$ cat src/rtl/fetch_sequencer_pkg.sv
// Shared types and constants for the fetch-stage controller.
package fetch_sequencer_pkg;

    // Controller phases: post-reset settle, request outstanding, instruction parked in IF/ID.
    typedef enum logic [1:0] {
        BOOT = 2'd0,
        REQ  = 2'd1,
        HOLD = 2'd2
    } fetch_state_e;

    localparam int ADDR_W_DEF = 32;
    localparam int PC_INC     = 4;

endpackage

$ cat src/rtl/fetch_sequencer.sv
// Fetch-stage controller: merges execute-stage redirects and hazard stalls into one
// PC-update decision per cycle and runs the instruction-memory req/ack handshake.
module fetch_sequencer
    import fetch_sequencer_pkg::*;
#(
    parameter int ADDR_W      = ADDR_W_DEF,
    parameter int BOOT_CYCLES = 2,
    parameter int CNT_W       = 32
) (
    input  logic              clk,
    input  logic              reset,
    input  logic [ADDR_W-1:0] pc,
    output logic              pc_wen,
    output logic              pc_branches,
    output logic [ADDR_W-1:0] pc_addr,
    output logic              imem_req,
    input  logic              imem_ack,
    input  logic              stall,
    input  logic              redirect,
    input  logic [ADDR_W-1:0] redirect_addr,
    output logic              if_valid,
    output logic              if_kill,
    output logic [CNT_W-1:0]  fetch_count
);

    localparam int BOOT_W = (BOOT_CYCLES > 1) ? $clog2(BOOT_CYCLES) : 1;
    localparam logic [BOOT_W-1:0] BOOT_INIT = BOOT_W'(BOOT_CYCLES - 1);

    fetch_state_e      state_q, state_d;
    logic              pend_q, pend_d;
    logic [ADDR_W-1:0] pend_addr_q, pend_addr_d;
    logic [BOOT_W-1:0] boot_cnt_q, boot_cnt_d;
    logic [CNT_W-1:0]  fetch_count_q, fetch_count_d;

    // The PC feeds memory directly; this block only decides how it updates.
    logic unused_pc;
    assign unused_pc = ^pc;

    assign fetch_count = fetch_count_q;

    // State, pending-redirect and counter registers.
    always_ff @(posedge clk or negedge reset) begin
        if (!reset) begin
            state_q       <= BOOT;
            pend_q        <= 1'b0;
            pend_addr_q   <= '0;
            boot_cnt_q    <= BOOT_INIT;
            fetch_count_q <= '0;
        end else begin
            state_q       <= state_d;
            pend_q        <= pend_d;
            pend_addr_q   <= pend_addr_d;
            boot_cnt_q    <= boot_cnt_d;
            fetch_count_q <= fetch_count_d;
        end
    end

    // Next-state and combinational PC/IF-ID controls; redirect beats stall beats sequential.
    always_comb begin
        state_d     = state_q;
        pend_d      = pend_q;
        pend_addr_d = pend_addr_q;
        boot_cnt_d  = boot_cnt_q;
        pc_wen      = 1'b0;
        pc_branches = 1'b0;
        pc_addr     = '0;
        imem_req    = 1'b0;
        if_valid    = 1'b0;
        if_kill     = 1'b0;

        unique case (state_q)
            BOOT: begin
                if (boot_cnt_q == '0) state_d = REQ;
                else                  boot_cnt_d = boot_cnt_q - BOOT_W'(1);
            end
            REQ: begin
                imem_req = 1'b1;
                if (!imem_ack) begin
                    // Request stays up; remember the newest target until the ack lands.
                    if (redirect) begin
                        pend_d      = 1'b1;
                        pend_addr_d = redirect_addr;
                    end
                end else if (redirect || pend_q) begin
                    // Returned instruction is wrong-path: discard it and steer the PC.
                    if_kill     = 1'b1;
                    pc_wen      = 1'b1;
                    pc_branches = 1'b1;
                    pc_addr     = redirect ? redirect_addr : pend_addr_q;
                    pend_d      = 1'b0;
                end else begin
                    if_valid = 1'b1;
                    if (stall) state_d = HOLD;
                    else       pc_wen  = 1'b1;
                end
            end
            HOLD: begin
                if_valid = 1'b1;
                if (redirect) begin
                    if_valid    = 1'b0;
                    if_kill     = 1'b1;
                    pc_wen      = 1'b1;
                    pc_branches = 1'b1;
                    pc_addr     = redirect_addr;
                    state_d     = REQ;
                end else if (!stall) begin
                    pc_wen  = 1'b1;
                    state_d = REQ;
                end
            end
            default: state_d = BOOT;
        endcase

        fetch_count_d = fetch_count_q;
        if (if_valid && !stall && !if_kill) fetch_count_d = fetch_count_q + CNT_W'(1);
    end

endmodule

$ cat config.mk
export PLATFORM = sky130hd
export DESIGN_NAME = fetch_sequencer
export DESIGN_NICKNAME = d
export VERILOG_FILES = /design/src/rtl/fetch_sequencer_pkg.sv /design/src/rtl/fetch_sequencer.sv
export SDC_FILE = /design/constraint.sdc
export NUM_CORES = 1
export LEC_CHECK = 0
export BUFFER_PORTS_ARGS = -buffer_cell sky130_fd_sc_hd__buf_2
export CORE_ASPECT_RATIO = 1.2
export CORE_MARGIN = 2
export CORE_UTILIZATION = 49
export DETAILED_ROUTE_END_ITERATION = 16
export HOLD_SLACK_MARGIN = 0.02
export PLACE_DENSITY_LB_ADDON = 0.15
export SLEW_MARGIN = 5
export SYNTH_ARGS = -nofsm -noshare
export SYNTH_HDL_FRONTEND = slang
export SYNTH_SLANG_ARGS = --single-unit
$ cat constraint.sdc
create_clock -name clk -period 2 [get_ports clk]
set_input_delay 0.1 -clock clk [delete_from_list [all_inputs] [get_ports clk]]
set_output_delay 0.1 -clock clk [all_outputs]
set_load 0.02 [all_outputs]
==> flow_metrics.py <==
metrics = {
    "clock_tree": {
        "h-tree-depth": 3,
        "tritoncts": "yes",
        "clk_pin_slew_ns": 0.08,
        "clock-sinks": 68,
        "cts_made_buffers": 9,
        "insertion_delay_ns": 0.34,
        "root_buffer": "clkbuf_8",
        "clockBufferDepth": 2,
    },
    "synth": {
        "syn_avg_cell_area_um2": 11.7,
        "yosysMostFrequentCell": "dfrtp_1",
        "ys_ff_latch": 68,
        "synthTopCellsByCount": "dfrtp_1 (67), nor2b_1 (35), a22oi_1 (33), mux2_2 (33), xnor2_1 (29)",
        "ys_warn_count": 0,
        "synth-edff-count": 0,
        "ys.flop_type": "dfrtp_1",
        "synth_area_leaders": "dfrtp_1 (47%), mux2_2 (10%), xnor2_1 (7.1%)",
        "yosysTopAreaCell": "dfrtp_1",
        "synth_nets": 378,
        "ys_seq_area_share_pct": 47.8,
        "synth_cell_types": 40,
        "synthCells": 304,
        "yosysTopAreaCellShare_pct": 47.1,
        "syn-cell-area_um2": 3560,
        "postSynth.asyncResetShare_pct": 100,
    },
    "grt": {
        "grt_pass1_vias": 2940,
        "grt_usage_pct": 22.6,
        "grt_max_degree": 69,
        "antenna_found_initial": 1,
        "grt_pass1_wl_um": 14000,
        "gr-total-overflow": 0,
    },
    "critical_path": {
        "r2r_slack_ns": 0.09,
        "worstPathRequired_ns": 1.90,
        "r2r_cells": 5,
        "r2r-start": "state_q[0]$_DFFE_PN0P_",
        "start_kind": "flip-flop",
        "setup.worst_path.start": "state_q[1]$_DFFE_PN0P_",
        "cp_max_fo": 8,
        "cp-endpoint": "pc_addr[15]",
        "crit_arrival_ns": 1.92,
        "crit_type": "reg2out",
        "r2r-end": "fetch_count[1]$_DFFE_PN0P_",
        "cp-end-kind": "output port",
    },
    "floorplan": {
        "die_x_um": 81.8,
        "io_pins": 138,
        "core_um2": 7150,
        "dieHeight_um": 97.4,
        "start_util_pct": 49.8,
        "fp-row-count": 34,
        "dieArea_um2": 7960,
    },
    "place": {
        "dp_hpwl_um": 4910,
        "preCtsSetupSlack_ns": 0.0786,
        "portBuffers": 105,
        "gp_congestion": 0.765,
        "dp.cells": 491,
    },
    "route": {
        "wl_um": 8860,
        "first_pass_iters": 4,
        "wire_per_inst_um": 16.2,
        "vias": 2936,
        "drcViolationCount": 0,
        "final_antenna_net_count": 0,
        "detail_route.iter0.violations": 64,
        "via_per_inst": 5.36,
    },
    "job": {
        "maxCapViolations": 0,
    },
    "final_layout": {
        "final_cells": 548,
        "fillCellCount": 512,
        "syn_to_final_growth_pct": 47.0,
        "seq_area_um2": 1700,
        "utilization_pct": 73.2,
        "multiInputGateArea_um2": 1950,
        "layout-drive-gt1-share_pct": 53.0,
        "nets": 526,
    },
    "timing": {
        "clock_skew_ns": 0.0117,
        "fin_crit_sh_pct": 101,
        "max_freq_ghz": 0.495,
        "setup_tns_ns": -0.0463,
        "finalHoldViolations": 0,
        "period_minus_slack_ns": 2.02,
        "setup_ws_ns": -0.0188,
        "final_max_slew_viol_count": 0,
        "slew-limit-headroom_pct": 75.7,
        "setup_viol": 7,
        "tightest_slew_ns": 0.364,
        "rsz0062_at_grt": "true",
    },
    "pwr": {
        "irDropWorstVdd_uv": 612,
        "p_per_area_nw_per_um2": 992,
        "leakage_uw": 0.00235,
    },
    "status": {
        "violations": "setup timing",
        "status": "finished with violations",
    },
    "hold_path": {
        "hold_class": "in2reg",
    },
}
==> flip-flops by register name, indices dropped and copies added, names as in the netlist <==
register     cells
fetch_count     32
boot_cnt_q       1
pend_q           1
state_q          2
pend_addr_q     32
==> where the power goes <==
part	switching, uW	leakage, uW	total, uW	internal, uW
Sequential	264	0.000871	2020	1760
Clock	496	0.0000937	1050	552
Combinational	974	0.00138	2120	1150
Total	1730	0.00235	5190	3460
==> layout make-up <==
type	instances	share of cell area [%]
antenna	1	0.0478
clock buffer	15	3.37
clock inverter	1	0.0956
inverter	6	0.478
multi-input combinational	211	37.3
sequential	68	32.6
tap	90	2.15
timing repair buffer	156	24.0
==> timing repair <==
action / 4_1_cts / 5_1_grt
endpoints found under the setup margin: 35 / 58
gates resized for setup: 63 / 17
endpoints found under the hold margin: 99 / 0
buffers inserted: 2 / 2
pin swaps: 0 / 7
hold buffers: 33 / 0
gates cloned: 1 / 2
==> stage by stage <==
step | total power [uW] | area (um^2) | hold WS, ns
final | 5190 | 5230 | 0.0970
after global routing | 5480 | 5230 | 0.104
after CTS | 5080 | 5100 | 0.0642
after detailed placement | 3710 | 4330 | 0.148
after global placement | 3650 | 4330 | 0.146
after floorplan | 3270 | 3650 | -0.196
==> routing by layer <==
layer | global-route usage, % | wire [um]
met3 | 5.39 | 396
met2 | 38.7 | 4670
met5 | 0 | 0
met4 | 8.97 | 138
met1 | 26.8 | 3650
==> worst min-delay path by stage <==
stage | start | end | slack [ns] | cells past startpoint
after floorplan | reset | fetch_count[0]$_DFFE_PN0P_ | -0.20 | 0
after global routing | imem_ack | pend_q$_DFFE_PN0P_ | 0.10 | 2
after detailed placement | reset | pend_addr_q[11]$_DFFE_PN0P_ | 0.15 | 2
final | imem_ack | pend_q$_DFFE_PN0P_ | 0.1 | 2
after CTS | imem_ack | pend_q$_DFFE_PN0P_ | 0.06 | 2
after global placement | reset | pend_addr_q[13]$_DFFE_PN0P_ | 0.15 | 2
==> logic make-up after synthesis <==
group	synth area share, %
AO/OA/AOI/OAI	10.6
AND/OR/NAND/NOR	17.4
XOR/XNOR	7.63
flip-flops	47.8
adder cells (fa/ha/maj)	1.76
buffers and inverters	4.01
multiplexers	10.7
==> layout by cell type, fill, tap and decap left out, types with 5 or more instances in the layout <==
cell	n
buf_2	71
dfrtp_1	66
mux2_2	33
dlygate4sd3_1	33
nor2b_2	30
buf_4	30
xnor2_1	29
a22oi_2	19
a22oi_1	14
nand3_1	14
buf_6	13
clkbuf_8	12
nand4_1	11
nand2_1	8
buf_12	6
and3_1	5
==> critical path, stage by stage, from the launching register on <==
cell       delay (ns)
dfrtp_1          0.40
buf_6            0.14
ha_4             0.17
a21oi_4          0.15
nor2b_4          0.09
clkbuf_16        0.17
a22oi_1          0.25
nor2b_2          0.07
buf_6            0.13
(Power assumes the default switching activity.)
